==> src/rtl/unidade_busca_pkg.sv <==
// Shared definitions for the fetch/decode sequencer: opcodes, field positions and FSM states.
package unidade_busca_pkg;

   // Register-form opcodes
   localparam logic [3:0] OP_ADD  = 4'd0;
   localparam logic [3:0] OP_SUB  = 4'd1;
   localparam logic [3:0] OP_AND  = 4'd2;
   localparam logic [3:0] OP_OR   = 4'd3;
   localparam logic [3:0] OP_XOR  = 4'd4;
   localparam logic [3:0] OP_NOT  = 4'd5;
   // Immediate-form opcodes
   localparam logic [3:0] OP_ADDI = 4'd6;
   localparam logic [3:0] OP_SUBI = 4'd7;
   localparam logic [3:0] OP_ANDI = 4'd8;
   localparam logic [3:0] OP_ORI  = 4'd9;
   localparam logic [3:0] OP_LDI  = 4'd10;

   localparam logic [3:0] OP_IMM_FIRST = OP_ADDI;
   localparam logic [3:0] OP_IMM_LAST  = OP_LDI;
   localparam logic [3:0] OP_LAST      = OP_LDI;

   // Instruction field bit positions: [15:12] op, [11:8] rc, [7:4] ra/imm4, [3:0] rb
   localparam int unsigned OP_MSB = 15;
   localparam int unsigned OP_LSB = 12;
   localparam int unsigned RC_MSB = 11;
   localparam int unsigned RC_LSB = 8;
   localparam int unsigned RA_MSB = 7;
   localparam int unsigned RA_LSB = 4;
   localparam int unsigned RB_MSB = 3;
   localparam int unsigned RB_LSB = 0;

   typedef enum logic [2:0] {
      StIdle   = 3'd0,
      StFetch  = 3'd1,
      StDecode = 3'd2,
      StExec   = 3'd3,
      StWb     = 3'd4
   } estado_t;

   function automatic logic is_imm(input logic [3:0] op);
      return (op >= OP_IMM_FIRST) && (op <= OP_IMM_LAST);
   endfunction

   function automatic logic is_illegal(input logic [3:0] op);
      return op > OP_LAST;
   endfunction

endpackage

==> src/rtl/unidade_busca_debounce_tecla.sv <==
// Key debouncer: 2-FF synchronizer, then a one-cycle pulse after DEB_CYCLES consecutive
// low samples; re-arms only after DEB_CYCLES consecutive high samples.
module debounce_tecla #(
   parameter int unsigned DEB_CYCLES = 500000
) (
   input  logic clk,
   input  logic rst,
   input  logic key_n,
   output logic pulse
);

   localparam int unsigned CW = $clog2(DEB_CYCLES + 1);
   localparam logic [CW-1:0] CNT_LAST = CW'(DEB_CYCLES - 1);

   logic          key_meta;
   logic          key_sync;
   logic          armed;
   logic [CW-1:0] cnt;

   // Synchronizer; reset to the released (high) level
   always_ff @(posedge clk or posedge rst) begin
      if (rst) begin
         key_meta <= 1'b1;
         key_sync <= 1'b1;
      end else begin
         key_meta <= key_n;
         key_sync <= key_meta;
      end
   end

   // Stability counter: counts low samples while armed, high samples while disarmed
   always_ff @(posedge clk or posedge rst) begin
      if (rst) begin
         armed <= 1'b1;
         cnt   <= '0;
         pulse <= 1'b0;
      end else begin
         pulse <= 1'b0;
         if (armed) begin
            if (key_sync) begin
               cnt <= '0;
            end else if (cnt == CNT_LAST) begin
               cnt   <= '0;
               armed <= 1'b0;
               pulse <= 1'b1;
            end else begin
               cnt <= cnt + 1'b1;
            end
         end else begin
            if (!key_sync) begin
               cnt <= '0;
            end else if (cnt == CNT_LAST) begin
               cnt   <= '0;
               armed <= 1'b1;
            end else begin
               cnt <= cnt + 1'b1;
            end
         end
      end
   end

endmodule

==> src/rtl/unidade_busca.sv <==
// Instruction fetch/decode sequencer: 16-word program memory loaded from switches,
// stepped one instruction per debounced key press through FETCH/DECODE/EXEC/WB.
module unidade_busca
   import unidade_busca_pkg::*;
#(
   parameter int unsigned DEB_CYCLES = 500000
) (
   input  logic        clk,
   input  logic        rst,
   input  logic        step_n,
   input  logic        load_n,
   input  logic        mode,
   input  logic [15:0] instr_in,
   output logic [3:0]  codeop,
   output logic [4:0]  endRegA,
   output logic [4:0]  endRegB,
   output logic [4:0]  endRegC,
   output logic [15:0] imm,
   output logic        flagimm,
   output logic        bancoRW,
   output logic [3:0]  pc,
   output logic        illegal,
   output logic        busy
);

   logic        step_pulse;
   logic        load_pulse;
   logic        mode_meta;
   logic        mode_sync;
   estado_t     state;
   estado_t     state_next;
   logic [15:0] ir;
   logic [15:0] imem [16];

   debounce_tecla #(
      .DEB_CYCLES (DEB_CYCLES)
   ) u_deb_step (
      .clk   (clk),
      .rst   (rst),
      .key_n (step_n),
      .pulse (step_pulse)
   );

   debounce_tecla #(
      .DEB_CYCLES (DEB_CYCLES)
   ) u_deb_load (
      .clk   (clk),
      .rst   (rst),
      .key_n (load_n),
      .pulse (load_pulse)
   );

   // Mode switch synchronizer
   always_ff @(posedge clk or posedge rst) begin
      if (rst) begin
         mode_meta <= 1'b0;
         mode_sync <= 1'b0;
      end else begin
         mode_meta <= mode;
         mode_sync <= mode_meta;
      end
   end

   // FSM state register
   always_ff @(posedge clk or posedge rst) begin
      if (rst) begin
         state <= StIdle;
      end else begin
         state <= state_next;
      end
   end

   // Next state and strobes; strobes depend only on registered state, so reset kills them at once
   always_comb begin
      state_next = state;
      busy       = (state != StIdle);
      bancoRW    = 1'b0;
      illegal    = 1'b0;
      unique case (state)
         StIdle:   if (step_pulse && mode_sync) state_next = StFetch;
         StFetch:  state_next = StDecode;
         StDecode: state_next = StExec;
         StExec:   state_next = StWb;
         StWb: begin
            state_next = StIdle;
            bancoRW    = !is_illegal(codeop);
            illegal    = is_illegal(codeop);
         end
         default:  state_next = StIdle;
      endcase
   end

   // Program memory and pc: loads only from IDLE in load mode, pc advances at end of WB
   always_ff @(posedge clk or posedge rst) begin
      if (rst) begin
         for (int i = 0; i < 16; i++) begin
            imem[i] <= '0;
         end
         pc <= '0;
      end else if ((state == StIdle) && !mode_sync && load_pulse) begin
         imem[pc] <= instr_in;
         pc       <= pc + 4'd1;
      end else if (state == StWb) begin
         pc <= pc + 4'd1;
      end
   end

   // Instruction register captured in FETCH
   always_ff @(posedge clk or posedge rst) begin
      if (rst) begin
         ir <= '0;
      end else if (state == StFetch) begin
         ir <= imem[pc];
      end
   end

   // Decoded fields registered in DECODE and held until the next DECODE
   always_ff @(posedge clk or posedge rst) begin
      if (rst) begin
         codeop  <= '0;
         endRegA <= '0;
         endRegB <= '0;
         endRegC <= '0;
         imm     <= '0;
         flagimm <= 1'b0;
      end else if (state == StDecode) begin
         codeop  <= ir[OP_MSB:OP_LSB];
         endRegC <= {1'b0, ir[RC_MSB:RC_LSB]};
         endRegB <= {1'b0, ir[RB_MSB:RB_LSB]};
         if (is_imm(ir[OP_MSB:OP_LSB])) begin
            // ra field carries imm4; read port A keeps its previous address
            imm     <= {12'd0, ir[RA_MSB:RA_LSB]};
            flagimm <= 1'b1;
         end else begin
            endRegA <= {1'b0, ir[RA_MSB:RA_LSB]};
            imm     <= '0;
            flagimm <= 1'b0;
         end
      end
   end

endmodule

==> config.mk <==
export PLATFORM = sky130hd
export DESIGN_NAME = unidade_busca
export DESIGN_NICKNAME = d
export VERILOG_FILES = /design/src/rtl/unidade_busca_pkg.sv /design/src/rtl/unidade_busca_debounce_tecla.sv /design/src/rtl/unidade_busca.sv
export SDC_FILE = /design/constraint.sdc
export NUM_CORES = 1
export LEC_CHECK = 0
export CAP_MARGIN = 20
export CORE_MARGIN = 10
export CORE_UTILIZATION = 40
export CTS_CLUSTER_DIAMETER = 40
export DETAILED_ROUTE_END_ITERATION = 10
export PLACE_DENSITY = 0.61
export SYNTH_ARGS = -nofsm -noshare
export SYNTH_HDL_FRONTEND = slang
export SYNTH_SLANG_ARGS = --single-unit
==> constraint.sdc <==
create_clock -name clk -period 12.1 [get_ports clk]
set_clock_uncertainty 0.15 [all_clocks]
set_input_delay 2.42 -clock clk [delete_from_list [all_inputs] [get_ports clk]]
set_output_delay 2.42 -clock clk [all_outputs]
set_load 0.01 [all_outputs]
== Yosys cells after proc, flatten, opt, wreduce, memory -nomap -nowiden ==
Cells that the tools add are included.
Word-level totals
  bits in latches: 0
  bits in registers: 360
  RAM bits: 0
  memories: 0
  memory bits (read-only): 0
  bits of input ports: 21
  word-level logic and storage cells: 101
  output and inout port bits: 43
Cells by class
  $lt $le $gt $ge: 5
  $add $sub $neg: 3
  reduce and logical (&&, ||, !) cells: 11
  equality and inequality tests: 7
  muxes and demuxes: 36
  bitwise operators: 2
  divide/modulo/power cells: 0
  shift-type cells: 0
  multiply operators: 0
Operator list (count)
  bitwise mux 256 bit: 1
  2-to-1 mux 19 bit: 8
  binary-select mux 16 bit (select 4 bit): 1
  demux 16 bit (select 4 bit): 1
  2-to-1 mux 16 bit: 3
  adder 19 x 1 -> 19 bit, second input constant: 2
  equality test 19 bit, second input constant: 2
  2-to-1 mux 1 bit: 17
  2-to-1 mux 4 bit: 3
  case mux 3 bit (4 select lines): 1
  equality test 3 x 2 -> 1 bit, second input constant: 2
  greater-or-equal comparator 5 bit, second input constant: 1
  logical AND 1 bit: 5
  less-than comparator 5 x 1 -> 1 bit, second input constant: 1
  NOT 4 -> 5 bit: 1
  adder 4 x 1 -> 4 bit, second input constant: 1
  greater-or-equal comparator 4 x 3 -> 1 bit, second input constant: 1
  > comparator 4 bit, second input constant: 1
  <= comparator 4 bit, second input constant: 1
  equality test 3 x 1 -> 1 bit, second input constant: 1
  equality test 3 bit, second input constant: 1
  zero test 3 bit: 1
  2-to-1 mux 3 bit: 1
  nonzero test 3 bit: 1
  other kinds (5): 6

== Longest topological paths before layout ==
Gate-level depths: netlist of the first run.
  word-level depth: 6
  mapped depth: 8
  gate-level depth less buffers: 5

== Hierarchy ==
Synthesis of the first run repeated with hierarchy kept, for this count alone.
Unflattened totals
  cells, all modules: 1193
  area, all modules: 16474.6 sq um
By module, submodules not included
  unidade_busca: seq. area each 7557.2 sq um, area an instance 14087.3 sq um, cells an instance 975, instances 1
  debounce_tecla: seq. area each 579.3 sq um, area an instance 1193.6 sq um, cells an instance 109, instances 2

== Worst setup path after synthesis of the first run ==
OpenSTA, ideal clock, no wires.
  kind: register -> output
  start point: register state[2]
  end point: output busy
  slack: 8.680 ns
  stages on the path, launching flop included: 3
  data required time: 9.530 ns
  arrival: 0.850 ns
  path buffers: 1
  path through: dfrtp_1 -> clkbuf_1 -> or3_1
Between the ends
  cells in the longest elaborated chain, start to end: 1
Ends and longest elaborated chain
  start: declaration: RTL line unidade_busca.sv:30  | estado_t state;
  start signal: assignment: RTL line unidade_busca.sv:67  | state <= StIdle;
  start signal: assignment: RTL line unidade_busca.sv:69  | state <= state_next;
  nonzero test 3 bit: RTL line unidade_busca.sv:76  | busy = (state != StIdle);
  end: declaration: RTL line unidade_busca.sv:23  | output logic busy
No other way between the ends.

== Worst setup path in the final report of the first run ==
  start point: register pc[0]
  end point: output pc[0]
RTL lines
  start: declaration: RTL line unidade_busca.sv:21  | output logic [3:0] pc,
  start signal: assignment: RTL line unidade_busca.sv:102  | pc <= pc + 4'd1;
  start signal: assignment: RTL line unidade_busca.sv:104  | pc <= pc + 4'd1;
No word-level cell between the ends.

==> results of run 1 <==
[final timing paths]
path,startpoint,endpoint,slack (ns)
worst min-delay path,u_deb_step.key_meta$_DFF_PP1_,u_deb_step.key_sync$_DFF_PP1_,0.19
worst min register to register,u_deb_step.key_meta$_DFF_PP1_,u_deb_step.key_sync$_DFF_PP1_,0.19
worst max register to register,pc[0]$_DFFE_PP0P_,imem[222]$_DFFE_PP0P_,8.34
max in group asynchronous,rst,imem[30]$_DFFE_PP0P_,7.84
worst max-delay path,pc[0]$_DFFE_PP0P_,pc[0],7.37
min in group asynchronous,rst,u_deb_load.cnt[17]$_DFF_PP0_,2.01
[per-layer routing]
layer  wire (um)  vias up
li1            -     4229
met1       17200     4855
met2       16600      187
met3        2010       52
met4         709        0
met5           0        -
[cells in the final DEF, fill, tap and decap left out, drive strengths merged, types with 7 or more instances in the layout]
cell type and count:
nand2 26, a211oi 7, or3 9, mux4 34, xor2 12, clkdlybuf4s50 48, conb 15, a22o 12
nor2 41, nor3 9, bufinv 8, nand3 30, buf 27, nand4 9, a21oi 22, xnor2 16
o22ai 15, o21ai 11, mux2i 48, dfrtp 342, mux2 281, inv 17, clkbuf 56, clkinv 10
[stage by stage]
| stage | worst slack [ns] | hold slack, ns | power (uW) | instances |
|---|---|---|---|---|
| after detailed placement | 7.11 | 0.195 | 1370 | 1645 |
| after global placement | 7.14 | 0.193 | 1360 | 1645 |
| after CTS | 7.32 | 0.197 | 2840 | 1729 |
| after floorplan | 4.88 | 0.181 | 1330 | 1143 |
| final | 7.37 | 0.194 | 2810 | 1729 |
| after global routing | 7.28 | 0.198 | 2910 | 1729 |
[cell type report]
| type | count | share of cell area (%) |
|---|---|---|
| clock buffer | 56 | 7.01 |
| clock inverter | 28 | 2.17 |
| inverter | 13 | 0.287 |
| multi-input combinational | 691 | 35.5 |
| sequential | 348 | 47.7 |
| tap | 518 | 3.55 |
| timing repair buffer | 75 | 3.74 |
[cell families after synthesis]
logic type,Yosys count,share of synthesized area [%]
muxes,363,28.2
other,1,0.0240
DFF,348,55.7
AOI/OAI and AO/OA,108,5.00
adders and majority gates,6,0.480
buffers and inverters,104,3.19
and+or+nand+nor,171,5.85
xor gates and xnor gates,28,1.57
[state kept, by name (all words and copies together), names as in the netlist, named ones only]
name / cells
endRegA: 4
mode_meta: 1
u_deb_step.cnt: 19
mode_sync: 1
imem: 256
endRegB: 4
u_deb_load.key_sync: 1
imm: 4
u_deb_load.pulse: 1
codeop: 4
u_deb_step.key_sync: 1
u_deb_load.cnt: 19
ir: 16
state: 3
u_deb_step.pulse: 1
endRegC: 4
u_deb_load.key_meta: 1
u_deb_step.key_meta: 1
flagimm: 1
pc: 4
[report_power, final]
| part | switching (uW) | internal, uW | total, uW |
|---|---|---|---|
| combinational | 59.2 | 52.7 | 112 |
| clock | 535 | 932 | 1470 |
| sequential | 21.7 | 1210 | 1230 |
[synthesized netlist by cell type, types with 4 or more instances]
cell,number
a22oi_1,4
o31ai_1,5
a21oi_1,22
inv_1,13
clkbuf_1,41
a22o_1,12
nor2_1,41
mux4_2,34
o32a_1,6
or3_1,9
o22ai_1,15
nand4_1,8
mux2i_1,48
xor2_1,12
dfrtp_1,342
ha_1,6
nand2b_1,5
nand2_1,26
mux2_2,281
nand3_1,29
buf_4,19
a211oi_1,7
nor2b_1,6
dfstp_2,6
xnor2_1,16
o21ai_0,11
nor3_1,9
a221o_1,6
o221ai_1,6
nor4_1,6
nand3b_1,5
buf_2,29
or4_1,6
==> flow_metrics.tcl, run 1 <==
set metrics [dict create \
    status "finished clean" \
    grt_util_all_layers_pct 15.6 \
    drv_cap 0 \
    hp-class "reg2reg" \
    port_buffers 48 \
    maxSlewViolCount 0 \
    relSlewSlack_pct 37.2 \
    clockBufferDepth 3 \
    synthCells 1129 \
    vias 9323 \
    ys_async_sr_fraction_pct 100 \
    fill_cells 3356 \
    grt_util_met1_pct 21.5 \
    ff_latch_area_um2 8720 \
    grt_pass1_vias 9811 \
    busiest_layer "met2" \
    cts_made_buffers 48 \
    post_cts_buffers 0 \
    clk_pin_slew_ns 0.05 \
    firstDrtPassIters 4 \
    yosys_warnings 0 \
    synth.distinct_cells 58 \
    clk_latency_ns 0.58 \
    cts_htree_levels 2 \
    ios 64 \
    pwr_density_cell_nw_per_um2 154 \
    final_area_um2 18300 \
    clkSinkCount 348 \
    post-route-period-util_pct 39.1 \
    ant_nets 0 \
    dieArea_um2 47400 \
    cts_tree "done" \
    grt_util_met3_pct 3.09 \
    crit_fanout 37 \
    viasPerCell 5.39 \
    finalNetCount 1204 \
    tightest_slew_ns 0.938 \
    crit_cells 1 \
    r2r_cells 6 \
    crit_type "reg2out" \
    cts_hold_buf 0 \
    yosysSeqAreaShare_pct 55.7 \
    multi_input_area_um2 6490 \
    synth-edff-count 0 \
    fp.dieW_um 218 \
    synth_top_cell_by_area "dfrtp_1" \
    synthTopCellsByArea "dfrtp_1, mux2_2, mux4_2" \
    initial_core_util_pct 40.5 \
    setup_viol 0 \
    drc_errors 0 \
    syn-mean-instance-area_um2 13.9 \
    ys_ff_latch 348 \
    cp-start-kind "flop" \
    die_h_um 218 \
    wl_mm 36.6 \
    final_util_pct 47.3 \
    required_ns 9.53 \
    grt_max_degree 74 \
    initialDrtViolationCount 599 \
    gp_congestion 0.758 \
    cp_top_family "flip-flops" \
    hpwlAfterDp_mm 23.4 \
    netlist_area_um2 15600 \
    rsz0062_at_grt "no" \
    period_minus_slack_ns 4.73 \
    area_delta_synth_final_pct 16.8 \
    diodes 0 \
    grt_pass1_wl_mm 57.6 \
    slowest_stage "dfrtp_4" \
    critPathMaxStageDelay_ns 0.89 \
    drive_gt1_share_pct 36.6 \
    antenna_found_initial 0 \
    num_rows 72 \
    coreArea_um2 38600 \
    hold_viol_final 0 \
    leakagePower_uw 0.00747 \
    synthFlopType "dfrtp_1" \
    grt_overflow 0 \
    wire_per_inst_um 21.2 \
    postCtsResizedCells 0 \
    synth.top_cell.area_share_pct 54.7 \
    post_dp_cell_area_um2 16600 \
    met2_usage_pct 24.3 \
    whs_path_depth 0 \
    root_buffer "clkbuf_16" \
    irDropWorstVdd_uv 83.9 \
    crit_chain "clkdlybuf4s50_1" \
    endpoint_kind "output port" \
    tns_ns 0 \
    crit_buf_inv 1 \
    cp.arrival_ns 2.16 \
    fmax_ghz 0.212 \
]
Power figures use the tool's default switching activity.
==> inputs of run 2 (changes only) <==
==> constraint.sdc (replaced) <==
create_clock -name clk -period 4.05 [get_ports clk]
set_clock_uncertainty 0.15 [all_clocks]
set_input_delay 0.81 -clock clk [delete_from_list [all_inputs] [get_ports clk]]
set_output_delay 0.81 -clock clk [all_outputs]
set_load 0.01 [all_outputs]
==> run 2 against run 1 <==
Sequential power grew to 3.0 times the previous value. Clock-buffer cell count is 5 higher. Sequential share of layout area is 0.29 points lower. Via count is 2.3% higher. Largest power group unchanged. Highest routed layer unchanged.
==> flow_metrics.tcl, run 2 (synthesis results as in run 1) <==
set metrics [dict create \
    port_buffers 48 \
    drv_cap 0 \
    post_cts_buffers 0 \
    finalNetCount 1210 \
    final_area_um2 18400 \
    min-delay-start "mode_meta$_DFF_PP0_" \
    hp-class "reg2reg" \
    clk_latency_ns 0.55 \
    layout_common_cells "dfrtp_1, mux2_2, mux2i_1, clkbuf_16, clkdlybuf4s50_1" \
    grt_overflow 0 \
    initialDrtViolationCount 689 \
    root_buffer "clkbuf_16" \
    irDropWorstVdd_uv 328 \
    die_h_um 218 \
    ios 64 \
    grt_max_degree 82 \
    cts_hold_buf 0 \
    reg2reg_slack_ns 1.02 \
    vias 9538 \
    viasPerCell 5.48 \
    required_ns 3.09 \
    crit_type "reg2out" \
    top_regs "imem (256), u_deb_load.cnt (19), u_deb_step.cnt (19)" \
    drive_gt1_share_pct 36.4 \
    largest_register_ffs 256 \
    dieArea_um2 47400 \
    crit_fanout 48 \
    place_ws_ns 1.11 \
    hpwlAfterDp_mm 24.2 \
    post-route-period-util_pct 77.0 \
    rsz0062_at_grt "no" \
    grt_pass1_wl_mm 59.8 \
    cp.arrival_ns 2.16 \
    startpoint "pc[1]$_DFFE_PP0P_" \
    relSlewSlack_pct 26.4 \
    largest-register "imem" \
    final_cells 1739 \
    grt_util_all_layers_pct 16.0 \
    grt_pass1_vias 9833 \
    slowest_stage "dfrtp_4" \
    ant_nets 0 \
    post_dp_cell_area_um2 16700 \
    hold_end "mode_sync$_DFF_PP0_" \
    r2r_cells 4 \
    fp.dieW_um 218 \
    num_rows 72 \
    status "finished clean" \
    worst_slack_ns 0.931 \
    initial_core_util_pct 40.5 \
    critPathMaxStageDelay_ns 0.90 \
    gp_congestion 0.814 \
    period_minus_slack_ns 3.12 \
    cp-start-kind "flop" \
    reg2reg_to "imem[72]$_DFFE_PP0P_" \
    postCtsResizedCells 0 \
    clockBufferDepth 3 \
    endpoint_kind "output port" \
    firstDrtPassIters 5 \
    drc_errors 0 \
    crit_buf_inv 1 \
    whs_path_depth 0 \
    hold_viol_final 0 \
    fmax_ghz 0.321 \
    final_common_cell "dfrtp_1" \
    leakagePower_uw 0.00753 \
    antenna_found_initial 0 \
    setup_viol 0 \
    maxSlewViolCount 0 \
    cp_top_family "flip-flops" \
    cts_tree "done" \
    wire_per_inst_um 21.6 \
    numPlacedInstances 1652 \
    clk_pin_slew_ns 0.06 \
    r2r_start "pc[2]$_DFFE_PP0P_" \
    crit_chain "clkdlybuf4s50_1" \
    tightest_slew_ns 1.10 \
    coreArea_um2 38600 \
    pwr_density_cell_nw_per_um2 460 \
    area_delta_synth_final_pct 17.5 \
    clkSinkCount 348 \
    cts_htree_levels 2 \
    diodes 0 \
    cts_made_buffers 47 \
    wl_mm 37.5 \
]
## run 2: cell count changes in the layout (fill, tap and decap cells not counted), sizes merged
cell / before / now
buf: 27 / 34
clkbuf: 56 / 61
clkinv: 10 / 6
inv: 17 / 20
clkinvlp: 6 / 4
bufinv: 8 / 9
## run 2: worst max path at each step
stage                            endpoint  slack (ns)  depth (start not counted)
floorplan           codeop[0]$_DFFE_PP0P_       -1.56                          1
global placement     imem[64]$_DFFE_PP0P_        1.12                          3
detailed placement   imem[72]$_DFFE_PP0P_        1.11                          4
CTS                                 pc[1]        0.90                          1
global route                        pc[1]        0.87                          1
finish                              pc[1]        0.93                          1
## run 2: area by class of cell
class / instances / area [um^2]
repair buffers: 82 / 786
clock inverters: 26 / 409
inverters: 13 / 52.6
multi-input cells: 691 / 6490
well taps: 518 / 648
clock buffers: 61 / 1280
flip-flops and latches: 348 / 8720
fillers: 3394 / 20300
## run 2: metrics by stage
stage                     hold WS [ns]  utilization, %  power [uW]  setup TNS, ns
final                            0.202            47.6        8460              0
after global routing             0.213            47.6        8770              0
after CTS                        0.205            47.6        8560              0
after detailed placement         0.190            43.2        4110              0
after global placement           0.187            43.2        4090              0
after floorplan                  0.181               -        3990        -536.51
## run 2: per-layer routing
layer / routed length, um / part of all wire (%) / vias up / track usage [%]
li1: - / - / 4264 / -
met1: 17700 / 47 / 5021 / 22.4
met4: 793 / 2.1 / 0 / 4.56
met5: 0 / 0 / - / 0
met2: 17300 / 46 / 200 / 25.2
met3: 1750 / 4.6 / 53 / 2.76
## run 2: worst reg2reg max path: cells and delay by family (launching register included)
kind / cells / cell delay [ns]
and+or+nand+nor: 2 / 1.18
DFF: 1 / 0.62
muxes: 1 / 0.60
buffers and inverters: 1 / 0.34
## run 2: report_power, final
group          leakage (uW)  internal (uW)  total (uW)  switching (uW)
Combinational       0.00248            164         351             188
Clock              0.000818           2830        4420            1590
Sequential          0.00423           3620        3690            70.1
==> inputs of run 3 (changes only) <==
--- a/config.mk
+++ b/config.mk
@@ -10,7 +10,7 @@
 export CORE_UTILIZATION = 40
 export CTS_CLUSTER_DIAMETER = 40
 export DETAILED_ROUTE_END_ITERATION = 10
-export PLACE_DENSITY = 0.61
+export PLACE_DENSITY = 0.59
 export SYNTH_ARGS = -nofsm -noshare
 export SYNTH_HDL_FRONTEND = slang
 export SYNTH_SLANG_ARGS = --single-unit
==> constraint.sdc (replaced) <==
create_clock -name clk -period 3.1 [get_ports clk]
set_clock_uncertainty 0.15 [all_clocks]
set_input_delay 0.62 -clock clk [delete_from_list [all_inputs] [get_ports clk]]
set_output_delay 0.62 -clock clk [all_outputs]
set_load 0.01 [all_outputs]
==> run 3 against run 2 <==
Wire length increased by 0.14%. Highest routed layer is now met5. Worst setup slack got worse by 0.76 ns. Flip-flop and latch count unchanged. Combinational power increased by 29%. Critical path type unchanged. Die area unchanged. Critical path depth increased by 1. Final area increased by 1.6%. Sequential share of layout area decreased by 0.75 points. Cell count increased by 1.6%.
==> flow_metrics.tcl, run 3 (synthesis results as in run 1) <==
set metrics [dict create \
    grt_max_degree 100 \
    whs_path_depth 0 \
    switchingPower_uw 2660 \
    diodes 0 \
    drc_errors 0 \
    post-route-period-util_pct 94.5 \
    pwr_density_cell_nw_per_um2 606 \
    fmax_ghz 0.341 \
    p_sw_share_pct 23.5 \
    firstDrtPassIters 4 \
    slowest_stage "dfrtp_4" \
    clockPowerShare_pct 53.5 \
    endpoint_kind "output port" \
    cts_tree "done" \
    power_frac_seq_pct 42.5 \
    final_util_pct 48.4 \
    relSlewSlack_pct 49.2 \
    layout_common_cells "dfrtp_1, mux2_2, clkbuf_16" \
    grt_util_all_layers_pct 16.0 \
    vias 9503 \
    largest-register "imem" \
    fill_cells 3410 \
    irDropWorstVdd_uv 356 \
    required_ns 2.33 \
    wire_per_inst_um 21.3 \
    finalNetCount 1231 \
    grt_pass1_vias 10015 \
    multi_input_area_um2 6490 \
    hpwlAfterDp_mm 24.7 \
    setup_viol 0 \
    cp-start-kind "flop" \
    numPlacedInstances 1667 \
    antenna_found_initial 1 \
    reg2reg_slack_ns 0.53 \
    worst_slack_ns 0.170 \
    hold_viol_final 0 \
    die_h_um 218 \
    tightest_slew_ns 0.762 \
    crit_buf_inv 2 \
    cp_top_family "buffers and inverters" \
    port_buffers 48 \
    cts_hold_buf 0 \
    coreArea_um2 38600 \
    postCtsResizedCells 0 \
    clkSinkCount 348 \
    comb_power_share_pct 4.0 \
    initialDrtViolationCount 490 \
    rsz0062_at_grt "no" \
    wl_mm 37.6 \
    grt_overflow 0 \
    crit_chain "buf_12, clkdlybuf4s50_1" \
    r2r_cells 5 \
    crit_type "reg2out" \
    cts_made_buffers 53 \
    post_cts_buffers 0 \
    place_ws_ns 0.525 \
    cts_htree_levels 2 \
    largest_register_ffs 256 \
    gp_congestion 0.788 \
    hp-class "reg2reg" \
    crit_fanout 26 \
    leakagePower_uw 0.00767 \
    ant_nets 0 \
    r2r_start "state[1]$_DFFE_PP0P_" \
    reg2reg_to "imem[172]$_DFFE_PP0P_" \
    num_rows 72 \
    dieArea_um2 47400 \
    clk_latency_ns 0.58 \
    initial_core_util_pct 40.5 \
    grt_pass1_wl_mm 59.6 \
    fp.dieW_um 218 \
    ff_latch_area_um2 8720 \
    viasPerCell 5.38 \
    clockBufferDepth 3 \
    p_int_uw 8670 \
    final_common_cell "dfrtp_1" \
    ios 64 \
    period_minus_slack_ns 2.93 \
    critPathMaxStageDelay_ns 0.71 \
    status "finished clean" \
    clk_pin_slew_ns 0.05 \
    area_delta_synth_final_pct 19.4 \
    drive_gt1_share_pct 38.3 \
    drv_cap 0 \
    final_cells 1766 \
    min-delay-start "mode_meta$_DFF_PP0_" \
    hold_end "mode_sync$_DFF_PP0_" \
    top_regs "imem (256), u_deb_load.cnt (19), u_deb_step.cnt (19)" \
    root_buffer "clkbuf_16" \
    maxSlewViolCount 0 \
    cp.arrival_ns 2.16 \
    total_power_uw 11300 \
]
## run 3: final cells by class
cell class | count | area share [%]
clock inverter | 39 | 2.31
clock buffer | 60 | 7.45
tap | 518 | 3.47
sequential | 348 | 46.7
multi-input combinational | 691 | 34.7
inverter | 13 | 0.281
timing repair buffer | 97 | 5.08
## run 3: metal layers
layer	routed length [um]	vias to the layer above	GRT usage, %
li1	-	4307	-
met5	7	-	0
met3	2270	53	3.25
met2	17300	168	25.0
met1	17300	4973	22.2
met4	704	2	4.77
## run 3: how the worst max path moves through the flow
| stage | start | endpoint | slack (ns) | cells after the start |
|---|---|---|---|---|
| 6_report | pc[1]$_DFFE_PP0P_ | pc[1] | 0.17 | 2 |
| 5_1_grt | state[1]$_DFFE_PP0P_ | bancoRW | 0.04 | 4 |
| 4_1_cts | pc[1]$_DFFE_PP0P_ | pc[1] | 0.13 | 2 |
| 3_5_place_dp | state[1]$_DFFE_PP0P_ | imem[174]$_DFFE_PP0P_ | 0.52 | 5 |
| 3_3_place_gp | state[1]$_DFFE_PP0P_ | imem[172]$_DFFE_PP0P_ | 0.56 | 5 |
| 2_1_floorplan | rst | codeop[0]$_DFFE_PP0P_ | -2.32 | 1 |
## run 3: stage by stage
step | hold WS (ns) | TNS, ns | area, um^2
global route | 0.211 | 0 | 18700
global placement | 0.194 | 0 | 16900
detailed placement | 0.196 | 0 | 16900
floorplan | 0.181 | -800.99 | 15700
finish | 0.205 | 0 | 18700
CTS | 0.207 | 0 | 18700
## run 3: power by group through the flow
stage	registers (uW)	clock network, uW	logic [uW]
after global placement	4890	0	452
after detailed placement	4900	0	463
after global routing	4840	6400	507
final	4820	6060	452
after CTS	4820	6190	464
after floorplan	4870	0	339
